## src/rtl/dcache_pkg.sv

```systemverilog
// Shared constants for the write-through data cache: state encoding, default
// geometry and a saturating-increment helper for the optional stats counters.
package dcache_pkg;

  localparam int ADDR_W_DEF     = 16;
  localparam int DATA_W_DEF     = 16;
  localparam int INDEX_BITS_DEF = 4;

  typedef logic [1:0] state_t;

  localparam state_t ST_IDLE  = 2'd0;
  localparam state_t ST_FILL  = 2'd1;
  localparam state_t ST_WRITE = 2'd2;
  localparam state_t ST_DONE  = 2'd3;

  function automatic logic [15:0] sat_inc(input logic [15:0] v);
    return (v == 16'hFFFF) ? v : v + 16'd1;
  endfunction

endpackage

```

## src/rtl/dcache_array.sv

```systemverilog
// Direct-mapped tag/data/valid storage: combinational lookup, one synchronous
// write port. Only the valid bits are reset.
module dcache_array import dcache_pkg::*; #(
  parameter int ADDR_W     = ADDR_W_DEF,
  parameter int DATA_W     = DATA_W_DEF,
  parameter int INDEX_BITS = INDEX_BITS_DEF
) (
  input  logic                     clk,
  input  logic                     reset,
  input  logic [INDEX_BITS-1:0]    ridx,
  input  logic [ADDR_W-INDEX_BITS-1:0] rtag,
  output logic                     hit,
  output logic [DATA_W-1:0]        rdata,
  input  logic                     we,
  input  logic [INDEX_BITS-1:0]    widx,
  input  logic [ADDR_W-INDEX_BITS-1:0] wtag,
  input  logic [DATA_W-1:0]        wdata
);

  localparam int LINES = 1 << INDEX_BITS;
  localparam int TAG_W = ADDR_W - INDEX_BITS;

  logic [LINES-1:0]  valid;
  logic [TAG_W-1:0]  tags [LINES];
  logic [DATA_W-1:0] data [LINES];

  always_ff @(posedge clk or negedge reset) begin
    if (!reset)  valid       <= '0;
    else if (we) valid[widx] <= 1'b1;
  end

  always_ff @(posedge clk) begin
    if (we) begin
      tags[widx] <= wtag;
      data[widx] <= wdata;
    end
  end

  assign hit   = valid[ridx] && (tags[ridx] == rtag);
  assign rdata = data[ridx];

endmodule

```

## src/rtl/dcache_wt.sv

```systemverilog
// Direct-mapped write-through, no-write-allocate data cache with a req/ack
// backing port. Define DCACHE_STATS_EN to add saturating hit/miss counters.
module dcache_wt import dcache_pkg::*; #(
  parameter int ADDR_W     = ADDR_W_DEF,
  parameter int DATA_W     = DATA_W_DEF,
  parameter int INDEX_BITS = INDEX_BITS_DEF
) (
  input  logic              clk,
  input  logic              reset,
  input  logic              MemRd,
  input  logic              MemWr,
  input  logic [ADDR_W-1:0] dataAddr,
  input  logic [DATA_W-1:0] datain,
  output logic [DATA_W-1:0] dataout,
  output logic              mem_stall,
  output logic              mem_req,
  output logic              mem_we,
  output logic [ADDR_W-1:0] mem_addr,
  output logic [DATA_W-1:0] mem_wdata,
  input  logic [DATA_W-1:0] mem_rdata,
`ifdef DCACHE_STATS_EN
  output logic [15:0]       hit_count,
  output logic [15:0]       miss_count,
`endif
  input  logic              mem_ack
);

  localparam int TAG_W = ADDR_W - INDEX_BITS;

  state_t              state, nstate;
  logic                hit, fill_we, arr_we;
  logic [DATA_W-1:0]   line_data, rdcap, arr_wdata;
  logic [INDEX_BITS-1:0] arr_idx;
  logic [TAG_W-1:0]    arr_tag;
  logic                rd_req;

  assign rd_req = MemRd && !MemWr;

  // Fills are indexed by the latched request address, not the live cpu bus.
  assign fill_we   = (state == ST_FILL) && mem_ack;
  assign arr_we    = fill_we || ((state == ST_IDLE) && MemWr && hit);
  assign arr_idx   = fill_we ? mem_addr[INDEX_BITS-1:0] : dataAddr[INDEX_BITS-1:0];
  assign arr_tag   = fill_we ? mem_addr[ADDR_W-1:INDEX_BITS] : dataAddr[ADDR_W-1:INDEX_BITS];
  assign arr_wdata = fill_we ? mem_rdata : datain;

  dcache_array #(.ADDR_W(ADDR_W), .DATA_W(DATA_W), .INDEX_BITS(INDEX_BITS)) u_array (
    .clk   (clk),
    .reset (reset),
    .ridx  (dataAddr[INDEX_BITS-1:0]),
    .rtag  (dataAddr[ADDR_W-1:INDEX_BITS]),
    .hit   (hit),
    .rdata (line_data),
    .we    (arr_we),
    .widx  (arr_idx),
    .wtag  (arr_tag),
    .wdata (arr_wdata)
  );

  always_ff @(posedge clk or negedge reset) begin
    if (!reset) state <= ST_IDLE;
    else        state <= nstate;
  end

  always_comb begin
    nstate = state;
    case (state)
      ST_IDLE:  if (MemWr) nstate = ST_WRITE;
                else if (MemRd && !hit) nstate = ST_FILL;
      ST_FILL:  if (mem_ack) nstate = ST_DONE;
      ST_WRITE: if (mem_ack) nstate = ST_DONE;
      default:  nstate = ST_IDLE;
    endcase
  end

  // Reset gating keeps stall/dataout quiet even if the cpu drives requests during reset.
  always_comb begin
    mem_stall = 1'b0;
    dataout   = '0;
    if (reset) begin
      case (state)
        ST_IDLE: begin
          mem_stall = MemWr || (MemRd && !hit);
          if (rd_req && hit) dataout = line_data;
        end
        ST_FILL, ST_WRITE: mem_stall = 1'b1;
        default: dataout = rdcap;
      endcase
    end
  end

  always_ff @(posedge clk or negedge reset) begin
    if (!reset) begin
      mem_req   <= 1'b0;
      mem_we    <= 1'b0;
      mem_addr  <= '0;
      mem_wdata <= '0;
      rdcap     <= '0;
    end else begin
      case (state)
        ST_IDLE: begin
          if (MemWr) begin
            mem_req   <= 1'b1;
            mem_we    <= 1'b1;
            mem_addr  <= dataAddr;
            mem_wdata <= datain;
            rdcap     <= '0;
          end else if (MemRd && !hit) begin
            mem_req  <= 1'b1;
            mem_we   <= 1'b0;
            mem_addr <= dataAddr;
          end
        end
        ST_FILL: if (mem_ack) begin
          mem_req <= 1'b0;
          rdcap   <= mem_rdata;
        end
        ST_WRITE: if (mem_ack) begin
          mem_req <= 1'b0;
          mem_we  <= 1'b0;
        end
        default: ;
      endcase
    end
  end

`ifdef DCACHE_STATS_EN
  always_ff @(posedge clk or negedge reset) begin
    if (!reset) begin
      hit_count  <= '0;
      miss_count <= '0;
    end else if ((state == ST_IDLE) && rd_req) begin
      if (hit) hit_count  <= sat_inc(hit_count);
      else     miss_count <= sat_inc(miss_count);
    end
  end
`endif

endmodule
```

## config.mk

```make
export PLATFORM = sky130hd
export DESIGN_NAME = dcache_wt
export DESIGN_NICKNAME = d
export VERILOG_FILES = /design/src/rtl/dcache_pkg.sv /design/src/rtl/dcache_array.sv /design/src/rtl/dcache_wt.sv
export SDC_FILE = /design/constraint.sdc
export NUM_CORES = 1
export LEC_CHECK = 0
export CAP_MARGIN = 20
export CORE_UTILIZATION = 23
export DETAILED_ROUTE_END_ITERATION = 7
export GPL_ROUTABILITY_DRIVEN = 0
export PLACE_DENSITY = 0.37
export SKIP_LAST_GASP = 1
export SYNTH_ARGS = -nofsm -noshare
export SYNTH_HDL_FRONTEND = slang
export SYNTH_SLANG_ARGS = --single-unit
```

## constraint.sdc

```tcl
create_clock -name clk -period 4.3 [get_ports clk]
set_input_delay 0.43 -clock clk [delete_from_list [all_inputs] [get_ports clk]]
set_output_delay 0.43 -clock clk [all_outputs]
set_load 0.005 [all_outputs]
```

# Yosys cells after proc, flatten, opt, wreduce, memory -nomap -nowiden
# Memories as Yosys holds them, arrays and structs flattened.
# Index checks and enable logic that the tools add are counted.
dict set report op_classes {
  div 0
  n_mul 0
  reduce_logical 24
  n_eq_ne 8
  bitwise 1
  magnitude_cmp 3
  addsub 0
  shifts 0
  mux 30
}
# cell n
set ops {}
lappend ops {{$mux 16} 7}
lappend ops {{$pmux 16 s2} 2}
lappend ops {{$or 16x16->16} 1}
lappend ops {{$eq 12x12->1} 1}
lappend ops {{$mux 12} 1}
lappend ops {{$lt 4x5->1 const B} 2}
lappend ops {{$mux 1} 10}
lappend ops {{$reduce_and 3->1} 3}
lappend ops {{$logic_and 1x1->1} 8}
lappend ops {{$reduce_bool 2->1} 4}
lappend ops {{$mux 2} 3}
lappend ops {{$ne 2x2->1 const B} 3}
lappend ops {{$pmux 1 s2} 3}
lappend ops {{$reduce_and 2->1} 3}
lappend ops {{$bmux 1 s4} 1}
lappend ops {{$demux 1 s4} 1}
lappend ops {{$ge 4x1->1 const B} 1}
lappend ops {{$mux 4} 1}
lappend ops {{$pmux 2 s2} 1}
lappend ops {{$ne 3x2->1 const B} 1}
lappend ops {{$eq 2x1->1 const B} 1}
lappend ops {{$eq 2x2->1 const B} 1}
lappend ops {{$logic_not 1->1} 2}
lappend ops {{$logic_not 2->1} 1}
lappend ops {{other kinds (3)} 4}
dict set report word_totals {
  output_inout_bits 51
  input_bits 53
  ram_bits 448
  mem_bits_ro 0
  regBits 68
  n_memories 2
  latchBits 0
}
# name depth word_bits read_ports rd_ports_with_merged_regs wr line_no
set mem_list {}
lappend mem_list {u_array.data 16 16 1 0 1 dcache_array.sv:25} ;# logic [DATA_W-1:0] data [LINES];
lappend mem_list {u_array.tags 16 12 1 0 1 dcache_array.sv:24} ;# logic [TAG_W-1:0] tags [LINES];

# Depth between registers and ports, before layout
dict set report depth {
  ltp_word 8
  depth_mapped 12
  ltp_nobuf 7
}

# Cells and area by module
# From an unflattened synthesis, not the netlist that was laid out.
dict set report unflattened {
  cells_unflattened 987
  hier_area_um2 20812.5
}
# module cells_each seq_area_each_um2 n_inst area_each_um2
set modules_own_cells {}
lappend modules_own_cells {dcache_array 737 13853.3 1 17862.1}
lappend modules_own_cells {dcache_wt 250 1301.2 1 2950.3}

# Worst setup path after synthesis
# No wires, ideal clock.
dict set report synth_timing {
  path_type {input port to flip-flop}
  start {input dataAddr[1]}
  end {memory u_array.data[12][0] (netlist bit), enable pin}
  cell_stages 8
  t_arrival_ns 3.739
  slack_ns 0.139
  path_buffers 2
  t_required_ns 3.878
  path_cell_list {buf_6 > mux4_2 > mux4_2 > xnor2_1 > and4b_1 > buf_2 > nand4_1 > a21oi_1}
}
dict set report synth_via {
  elab_chain_len 7
  elab_cells_between_ends 10
  classes_between {eq/ne: 1; mux: 5; reduce/logical: 3; memory: 1}
}
# item line_no
set synth_lines {}
lappend synth_lines {{start: declaration} dcache_wt.sv:12} ;# input logic [ADDR_W-1:0] dataAddr,
lappend synth_lines {{$mem_v2 16x12 / $bmux 1 s4 (equally long branches)} n/a}
lappend synth_lines {{$eq 12x12->1 / $mux 1 (equally long branches)} dcache_array.sv:39} ;# assign hit = valid[ridx] && (tags[ridx] == rtag);
lappend synth_lines {{$logic_and 1x1->1} dcache_array.sv:39}
lappend synth_lines {{$logic_and 1x1->1} dcache_wt.sv:41} ;# assign arr_we = fill_we || ((state == ST_IDLE) && MemWr && hit);
lappend synth_lines {{$logic_or 1x1->1} dcache_wt.sv:41}
lappend synth_lines {{$mux 1} dcache_array.sv:33} ;# if (we) begin
lappend synth_lines {{$mux 1 (not written as such)} dcache_array.sv:35} ;# data[widx] <= wdata;
lappend synth_lines {{end: declaration} dcache_array.sv:25}
# Several ways; a longest one is shown, not always the timed one. The select of a mux whose other input is x is not followed.

# Worst setup path after layout
dict set report layout_timing {
  start {memory u_array.tags[2][1] (netlist bit)}
  end {output dataout[13]}
}
dict set report layout_via {
  elab_chain_len 7
}
# item line_no
set layout_lines {}
lappend layout_lines {{start: declaration} dcache_array.sv:24}
lappend layout_lines {{$mem_v2 16x12} n/a}
lappend layout_lines {{$eq 12x12->1} dcache_array.sv:39}
lappend layout_lines {{$logic_and 1x1->1} dcache_array.sv:39}
lappend layout_lines {{$logic_and 1x1->1} dcache_wt.sv:83} ;# if (rd_req && hit) dataout = line_data;
lappend layout_lines {{$mux 16} dcache_wt.sv:83}
lappend layout_lines {{$pmux 16 s2} dcache_wt.sv:80} ;# case (state)
lappend layout_lines {{$mux 16} dcache_wt.sv:79} ;# if (reset) begin
lappend layout_lines {{end: declaration} dcache_wt.sv:14} ;# output logic [DATA_W-1:0] dataout,
# Every way passes these cells.

==> impl_metrics.env <==
export IMPL_synth_edf_count=448
export IMPL_dieWidth_um=308
export IMPL_cts_root_buf="clkbuf_16"
export IMPL_synth_area_top_cells="edfxtp_1 63%, mux4_2 14%, dfrtp_1 7.9%"
export IMPL_hold_violations=0
export IMPL_finalInstanceArea_um2=26800
export IMPL_finalSetupViolations=0
export IMPL_grt_pass1_wl_um=96200
export IMPL_antenna_found_initial=0
export IMPL_cts_made_buffers=57
export IMPL_postRouteAntennaNets=0
export IMPL_fmax_ghz=0.241
export IMPL_worst_setup_path_end_kind="primary output"
export IMPL_grt_max_degree=39
export IMPL_syn_to_final_growth_pct=24.4
export IMPL_worstMarginPinSlew_ps=761
export IMPL_postRouteWirelength_um=67200
export IMPL_worstSetupPathType="flop to primary output"
export IMPL_yosysSeqAreaShare_pct=70.5
export IMPL_setup_tns_ps=0
export IMPL_seqCellArea_um2=15200
export IMPL_cp_cell_sequence="mux4_2 -> mux2i_1 -> xnor2_1 -> nor3_1 -> o2111a_2 -> and3_1 -> buf_12 -> a41o_1 -> clkdlybuf4s50_1"
export IMPL_critPathArrivalTime_ps=3720
export IMPL_clockBufferDepth=3
export IMPL_synth_top_cell_area_share_pct=62.6
export IMPL_cp_num_buf_inv=2
export IMPL_wl_per_cell_um=24.9
export IMPL_vias_per_cell=4.51
export IMPL_post_route_min_period_ps=4150
export IMPL_ir_worst_vdd_mv=0.322
export IMPL_final_nets=1462
export IMPL_final_common_cell="edfxtp_1"
export IMPL_h_tree_depth=2
export IMPL_n_antenna_cell=0
export IMPL_cts_clk_slew_worst_paths_ps=60
export IMPL_drive_gt1_share_pct=23.8
export IMPL_multi_input_area_um2=6080
export IMPL_syn_avg_cell_area_um2=17.3
export IMPL_post_route_period_util_pct=96.4
export IMPL_required_ps=3870
export IMPL_critPathLaunchType="flop"
export IMPL_status="completed"
export IMPL_num_fill_cells=9115
export IMPL_rows=111
export IMPL_place_detailed_hpwl_um=41700
export IMPL_die_area_um2=94700
export IMPL_max_slew_margin_pct=49.2
export IMPL_synth_area_leader_cell="edfxtp_1"
export IMPL_drtIter0Drc=887
export IMPL_crit_slowest_cell="clkdlybuf4s50_1"
export IMPL_placed_area_um2=24800
export IMPL_synth_fp_nets=1298
export IMPL_power_leakage_nw=9.04
export IMPL_vias=12200
export IMPL_async_flop_share_pct=13.2
export IMPL_grt_usage_pct=14.2
export IMPL_cp_top_family="multiplexers"
export IMPL_hp_class="input port to asynchronous set/reset pin"
export IMPL_crit_path_max_fanout=23
export IMPL_io_pins=104
export IMPL_rsz0062_at_grt="false"
export IMPL_syn_inst=1241
export IMPL_ys_types=51
export IMPL_overflow=0
export IMPL_first_pass_iters=5
export IMPL_cts_tree="done"
export IMPL_synth_area_um2=21500
export IMPL_synth_warnings=0
export IMPL_post_cts_buffers=0
export IMPL_power_density_nw_per_um2=520
export IMPL_port_buffers=103
export IMPL_final_cell_mix="448 x edfxtp_1, 184 x nand2_1, 132 x mux4_2, 97 x clkdlybuf4s50_1, 68 x dfrtp_1"
export IMPL_worstSkewPairLatency_ps=630
export IMPL_synth_main_ff_cell="edfxtp_1"
export IMPL_max_cap_violations=0
export IMPL_drc=0
export IMPL_initial_core_util_pct=23.3
export IMPL_drv_slew=0
export IMPL_grt_pass1_vias=12800
export IMPL_die_h_um=308
export IMPL_synth_seq_cells=516
export IMPL_slowest_delay_ps=510
export IMPL_core_area_um2=92100
export IMPL_cts_num_sinks=516
export IMPL_fin_skew_ps=52.8
[path summary, 6_finish.rpt]
path | startpoint | end | slack [ps] | depth (start not counted)
max | u_array.tags[2][1]$_DFFE_PP_ | dataout[13] | 150 | 9
min | reset | rdcap[14]$_DFFE_PN0P_ | 270 | 2
max reg2reg | u_array.tags[2][1]$_DFFE_PP_ | u_array.tags[9][6]$_DFFE_PP_ | 890 | 10
min reg2reg | u_array.valid[3]$_DFFE_PN0N_ | u_array.valid[3]$_DFFE_PN0N_ | 470 | 1
max in group asynchronous | reset | mem_addr[13]$_DFFE_PN0P_ | 2650 | 4
min in group clk | datain[10] | mem_wdata[10]$_DFFE_PN0P_ | 370 | 3
[kinds of logic after synthesis]
kind of cell	after synthesis	synth area share [%]
DFF	516	70.5
and+or+nand+nor	319	6.86
muxes	162	15.2
AOI/OAI and AO/OA	128	4.44
buffers and inverters	98	2.17
xor gates and xnor gates	14	0.570
adders and majority gates	4	0.233
[layout make-up]
| type | count | share of cell area [%] |
|---|---|---|
| clock buffer | 71 | 5.60 |
| timing repair buffer | 194 | 7.60 |
| tap | 1243 | 5.81 |
| sequential | 516 | 56.6 |
| clock inverter | 37 | 1.47 |
| multi-input combinational | 627 | 22.7 |
| inverter | 9 | 0.126 |
[Yosys cell counts (all sizes together), types with 20 or more instances]
| cell | number |
|---|---|
| edfxtp | 448 |
| nand2 | 185 |
| mux4 | 132 |
| dfrtp | 68 |
| buf | 50 |
| clkbuf | 39 |
| nor2b | 29 |
| mux2i | 28 |
| nand3 | 28 |
| a21oi | 20 |
| o21ai | 20 |
[worst reg2reg max path: cells and delay by family (launching register included)]
| kind | cells | cell delay (ps) |
|---|---|---|
| buf+inv | 3 | 830 |
| compound gates | 2 | 420 |
| mux | 2 | 780 |
| xor+xnor | 1 | 120 |
| flops | 1 | 370 |
| simple gates | 2 | 570 |
[where the power goes]
part	internal (mW)	switching (mW)	leakage, nW
clock network	2.90	2.06	0.931
registers	6.08	0.306	4.89
logic	1.03	1.54	3.22
total	10.0	3.91	9.04
[registers in the layout, indices dropped and copies added, names as in the netlist]
signal / count
mem_we: 1
u_array.tags: 192
u_array.valid: 16
u_array.data: 256
state: 2
mem_addr: 16
rdcap: 16
mem_req: 1
mem_wdata: 16
[metal layers]
| metal | vias to the layer above | routed length, µm | GRT usage [%] |
|---|---|---|---|
| met5 | - | 0 | 0 |
| met4 | 0 | 1090 | 3.22 |
| met3 | 72 | 2530 | 1.77 |
| met2 | 289 | 31700 | 22.9 |
| met1 | 6502 | 31900 | 20.4 |
| li1 | 5294 | - | - |
[timing repair]
item,in CTS,in global routing
resized for setup,0,3
setup endpoints to repair,0,17
endpoints found under the hold margin,12,0
hold buffers,1,0
[per-stage QoR]
stage          hold WS (ps)  power, mW  utilization, %  setup slack, ps  cells
2_1_floorplan           134       7.72               -              139   1241
3_3_place_gp            352       9.05            27.0             14.3   2588
3_5_place_dp            353       9.08            27.0             54.6   2588
4_1_cts                 224       14.1            29.0             14.1   2697
5_1_grt                 248       14.5            29.1             40.8   2697
6_report                265       13.9            29.1              153   2697
Note: power is estimated with default switching activity, not from simulation.
==> RTL edit 1: new RTL, same flow settings <==
`INDEX_BITS_DEF`: 4 -> 5.
--- a/src/rtl/dcache_pkg.sv
+++ b/src/rtl/dcache_pkg.sv
@@ -4,7 +4,7 @@
 
   localparam int ADDR_W_DEF     = 16;
   localparam int DATA_W_DEF     = 16;
-  localparam int INDEX_BITS_DEF = 4;
+  localparam int INDEX_BITS_DEF = 5;
 
   typedef logic [1:0] state_t;
 
Behaviour: no difference found for any inputs over 4 cycles, from zero or initial values and one cycle with reset low; that may be too few to reach the edited logic, so the function may still have changed.
==> RTL edit 1 against the original RTL <==
- the run now ends with negative setup slack left
- setup slack got worse by 340 ps
- critical path type unchanged
- final cell count rose by 73%
- wire length rose by 97%
- sequential cell count rose by 432
- design area rose by 81%
- fmax fell by 7.6%
- sequential power rose by 79%
- synthesized area rose by 77%
- synthesized cell count rose by 65%
- power rose by 79%
- worst hold slack got worse by 91 ps
- sequential share of layout area rose by 1.2 points
- utilization rose by 0.61 points
- highest routed layer unchanged
==> RTL edit 1: results (changes against the original RTL) <==
[placed_design]
place_hpwl_microns = 81500  ; was 41700 microns
place_inst = 4439  ; was 2588
dpl_worst_slack_ps = -454  ; was 54.6 ps

[yosys]
number_of_enable_flip_flop_cells_after_synthesis = 864  ; was 448
ys_types = 54  ; was 51
postSynthNetCount = 2108  ; was 1298
synth.area.top_cells = edfxtp_1 (68%), mux4_2 (13%), dfrtp_1 (5.5%), mux2i_1 (2.7%), nand2_1 (2.4%)  ; was edfxtp_1 (63%), mux4_2 (14%), dfrtp_1 (7.9%), nand2_1 (3.2%), mux2i_1 (1.3%)
postSynthAreaPerCell_sq_um = 18.5  ; was 17.3 sq um

[timing]
postLayoutSetupSlackWorst_ps = -188  ; was 153 ps
setup_total_negative_slack_ps = -2190  ; was 0 ps
worst_hold_slack_across_all_endpoints_ps = 175  ; was 265 ps
report.final.setup_viol = 17  ; was 0
timing.max_slew.rel_slack_pct = 31.7  ; was 49.2%
fin_worst_skew_ps = 49.8  ; was 52.8 ps

[floorplan]
floorplan.initialDensity_pct = 23.3  ; about the same

[detailed_routing]
wl_per_cell_microns = 28.4  ; was 24.9 microns
routed-wl-met3_microns = 5090  ; was 2530 microns
drt_first_iter_violations = 1703  ; was 887
metal1_wirelength_microns = 60400  ; was 31900 microns
vias_per_instance = 4.53  ; was 4.51

[global_routing]
grt_max_degree = 62  ; was 39
grt_first_pass_wirelength_microns = 181000  ; was 96200 microns

[setup_path]
reg2reg_from = u_array.tags[15][3]  ; was u_array.tags[2][1]
reg2reg_to = u_array.tags[21][10]  ; was u_array.tags[9][6]
timing.critical_path.arrival_ps = 4060  ; was 3720 ps

[outcome]
run_status = finished with violations  ; was finished, final reports clean
violations = negative setup slack

[finish]
fillCellCount = 16000  ; was 9115
leading_registers_by_flop_count = u_array.data (512), u_array.tags (352), u_array.valid (32)  ; was u_array.data (256), u_array.tags (192)
nets = 2454  ; was 1462
fin_cells = 4662  ; was 2697
drive_above_1_share_pct = 30.8  ; was 23.8%

[pwr]
p_leak_uw = 0.0162  ; was 0.00904 uW
power_switching_share_pct = 26.6  ; was 28.1%

[clock_tree]
tritoncts.num_buffers = 109  ; was 57
ctsHtreeMaxLevel = 3  ; was 2
clk_latency_ps = 750  ; was 630 ps

## RTL edit 1: cell count changes in the layout (fill, tap and decap cells not counted), sizes merged, moves of 41 or more
cell,change
nand2,+53
buf,+178
o21ai,+54
mux4,+84
mux2i,+73
edfxtp,+416
clkbuf,+57
nor2,+41
## RTL edit 1: layout make-up
cell class | count | area, sq um | area share (%)
tap | 2175 | 2720 | 5.62
sequential | 948 | 28000 | 57.9
clock inverter | 74 | 826 | 1.70
timing repair buffer | 357 | 4100 | 8.47
clock buffer | 126 | 2840 | 5.87
inverter | 20 | 76.3 | 0.158
antenna | 1 | 2.50 | 0.00517
multi-input combinational | 961 | 9820 | 20.3
## RTL edit 1: critical path, stage by stage (launching register included)
cell and delay [ps]:
edfxtp_1 360, mux4_2 470, mux2i_1 160, buf_4 150, nor3_2 40, nor4_2 240
buf_4 180, xnor2_4 80, a2111oi_4 400, nand4_1 170, buf_6 160, or3_4 340
buf_12 170, buf_12 150, o21ai_2 130, buf_2 140
## RTL edit 1: cell families (layout without fill, tap and decap cells)
logic type | Yosys count | in the layout | share of synthesized area [%]
other cells | 0 | 1 | 0
xor+xnor | 4 | 4 | 0.0923
mux | 320 | 320 | 15.6
buf+inv | 142 | 577 | 1.68
simple gates | 432 | 432 | 5.04
flops | 948 | 948 | 73.9
fa+ha+maj | 4 | 4 | 0.132
compound gates | 201 | 201 | 3.63
## RTL edit 1: power groups by stage
stage                     sequential (uW)  clock (uW)  combinational (uW)
after floorplan                     11500           0                1840
after global placement              11600           0                3730
after detailed placement            11600           0                3820
after CTS                           11400        9880                3830
after global routing                11500       10200                4150
final                               11400        9600                3820
## RTL edit 1: worst max path at each step
stage / from / endpoint / slack, ps / cells past startpoint
4_1_cts: u_array.tags[5][1] / dataout[8] / -440 / 13
2_1_floorplan: dataAddr[2] / u_array.data[19][0] / -720 / 12
3_5_place_dp: dataAddr[4] / dataout[4] / -450 / 14
3_3_place_gp: dataAddr[4] / dataout[15] / -490 / 15
6_report: u_array.tags[15][3] / dataout[12] / -190 / 15
5_1_grt: u_array.tags[15][3] / dataout[12] / -400 / 15
## RTL edit 1: timing repair
action / in CTS / in global routing
setup endpoints to repair: 17 / 17
hold buffers: 1 / 0
buffers inserted: 7 / 7
pin swaps: 9 / 14
hold endpoints to repair: 26 / 0
gates resized for setup: 92 / 16
cloned: 0 / 2
## RTL edit 1: layer usage
layer,vias up,GRT usage (%)
li1,8962,-
met1,11500,21.6
met2,540,26.0
met3,142,2.22
met4,0,3.78
met5,-,0
==> RTL edit 2: new RTL, config.mk and constraints unchanged <==
Made on the original files. Add a define of `DCACHE_STATS_EN`.
--- a/src/rtl/dcache_wt.sv
+++ b/src/rtl/dcache_wt.sv
@@ -1,5 +1,7 @@
 // Direct-mapped write-through, no-write-allocate data cache with a req/ack
 // backing port. Define DCACHE_STATS_EN to add saturating hit/miss counters.
+`define DCACHE_STATS_EN
+
 module dcache_wt import dcache_pkg::*; #(
   parameter int ADDR_W     = ADDR_W_DEF,
   parameter int DATA_W     = DATA_W_DEF,
Behaviour (old outputs only; new: hit_count and miss_count): same outputs for any inputs over 4 cycles, from zero or initial values and one cycle with reset low; that may be too few to reach the edited logic, so the function may still have changed.
==> RTL edit 2 against the original RTL <==
- the flow now finishes with violations (design-rule violations)
- synthesized area is 5.1% higher
- design area grew 6.5%
- synthesized cell count rose by 2.8%
- sequential cell count up 32
- final cell count rose by 5.3%
- register-to-register slack worse by 330 ps
- sequential power is 5.6% higher
- clock power is 19% higher
- setup slack got worse by 150 ps
- global-route usage is 0.15 points lower
- sequential share of layout area is 0.64 points lower
- power grew 10%
- worst hold slack better by 69 ps
- wire length up 3.3%
- critical path type unchanged
- largest power group unchanged
==> RTL edit 2: results (changes against the original RTL) <==
[outcome]
run_status = finished with violations  ; was finished, final reports clean
violations = design-rule violations

[finish]
fin_cells = 2840  ; was 2697
multi_input_logic_portion_of_the_cell_area_pct = 21.9  ; was 22.7%
clock_cell_area_share_pct = 8.12  ; was 7.07%
multi_input_comb_cells = 637  ; was 627
diodes = 1  ; was 0
nNonClkBuffers = 222  ; was 194
inverters_excl_clock = 27  ; was 9
drive_above_1_share_pct = 25.4  ; was 23.8%
area_share_nonclk_buffers_pct = 7.98  ; was 7.60%

[setup_path]
setup.reg_to_reg.worst_slack_ps = 560  ; was 890 ps
timing.critical_path.arrival_ps = 3860  ; was 3720 ps
worst-path-max-fanout = 7  ; was 23

[yosys]
ys_types = 67  ; was 51
postSynthNetCount = 1335  ; was 1298
synth.area.top_cells = edfxtp_1 (60%), mux4_2 (12%), dfrtp_1 (11%), nand2_1 (2.7%), mux2_2 (1.4%)  ; was edfxtp_1 (63%), mux4_2 (14%), dfrtp_1 (7.9%), nand2_1 (3.2%), mux2i_1 (1.3%)
fraction_of_the_yosys_area_taken_by_sequential_cells_pct = 70.6  ; was 70.5%
synth_commonest_cells = edfxtp_1 (448), nand2_1 (161), mux4_2 (116), dfrtp_1 (100), nand3_1 (45)  ; was edfxtp_1 (448), nand2_1 (185), mux4_2 (132), dfrtp_1 (68), clkbuf_1 (39)

[global_routing]
grt_pass1_vias = 13200  ; was 12800
grt_max_degree = 65  ; was 39

[clock_tree]
cts_setup_buffers = 2  ; was 0
cts_resized = 12  ; was 0
clk_latency_ps = 610  ; was 630 ps

[detailed_routing]
post-route-drc-count = 6  ; was 0

[placed_design]
place.port_buffers = 135  ; was 103
place_inst = 2707  ; was 2588
area_after_detailed_placement_sq_um = 26100  ; was 24800 sq um

[pwr]
max-vdd-ir-drop_v = 0.000255  ; was 0.000322 V

[timing]
worst_hold_slack_across_all_endpoints_ps = 334  ; was 265 ps
timing.max_slew.rel_slack_pct = 34.0  ; was 49.2%
max_freq_mhz = 233  ; was 241 MHz
fin_worst_skew_ps = 22.1  ; was 52.8 ps

[floorplan]
core-area_sq_um = 97000  ; was 92100 sq um

RTL edit 2: kinds of logic (layout without fill, tap and decap cells):
| logic type | after synthesis | in the layout | synth area share (%) |
|---|---|---|---|
| AND/OR/NAND/NOR | 317 | 317 | 6.82 |
| AO/OA/AOI/OAI | 88 | 88 | 2.98 |
| buffers and inverters | 91 | 378 | 2.04 |
| other | 0 | 1 | 0 |
| adder cells (fa/ha/maj) | 6 | 6 | 0.332 |
| XOR/XNOR | 38 | 38 | 1.47 |
| multiplexers | 188 | 188 | 15.8 |
| flip-flops | 548 | 548 | 70.6 |
RTL edit 2: power groups by stage:
stage | sequential (uW) | clock (uW) | combinational [uW]
finish | 6740 | 5910 | 2670
global route | 6800 | 6300 | 2900
floorplan | 6780 | 0 | 1350
CTS | 6750 | 6110 | 2720
global placement | 6840 | 0 | 2680
detailed placement | 6850 | 0 | 2710
RTL edit 2: path summary, 6_finish.rpt:
| check | start | end | cells after the start |
|---|---|---|---|
| setup / recovery | u_array.tags[15][10] | dataout[1] | 10 |
| hold / removal | reset | hit_count[12] | 2 |
| setup reg to reg | u_array.tags[15][10] | u_array.data[5][4] | 11 |
| hold reg to reg | u_array.valid[15] | u_array.valid[15] | 1 |
| max in group asynchronous | reset | miss_count[8] | 3 |
| min in group clk | mem_rdata[15] | rdcap[15] | 3 |
RTL edit 2: metal layers:
layer  track usage [%]  share of wire [%]  up-vias
met4              4.04                2.1        2
met1              19.3                 46     6692
met2              22.9                 48      269
met5                 0              0.012        -
met3              2.37                4.2       84
li1                  -                  -     5462
RTL edit 2: critical path: cells and delay by family, from the launching register on:
kind / cells / cell delay (ps)
AO/OA/AOI/OAI: 3 / 800
AND/OR/NAND/NOR: 2 / 430
buffers and inverters: 2 / 680
XOR/XNOR: 1 / 340
flip-flops: 1 / 360
multiplexers: 2 / 630
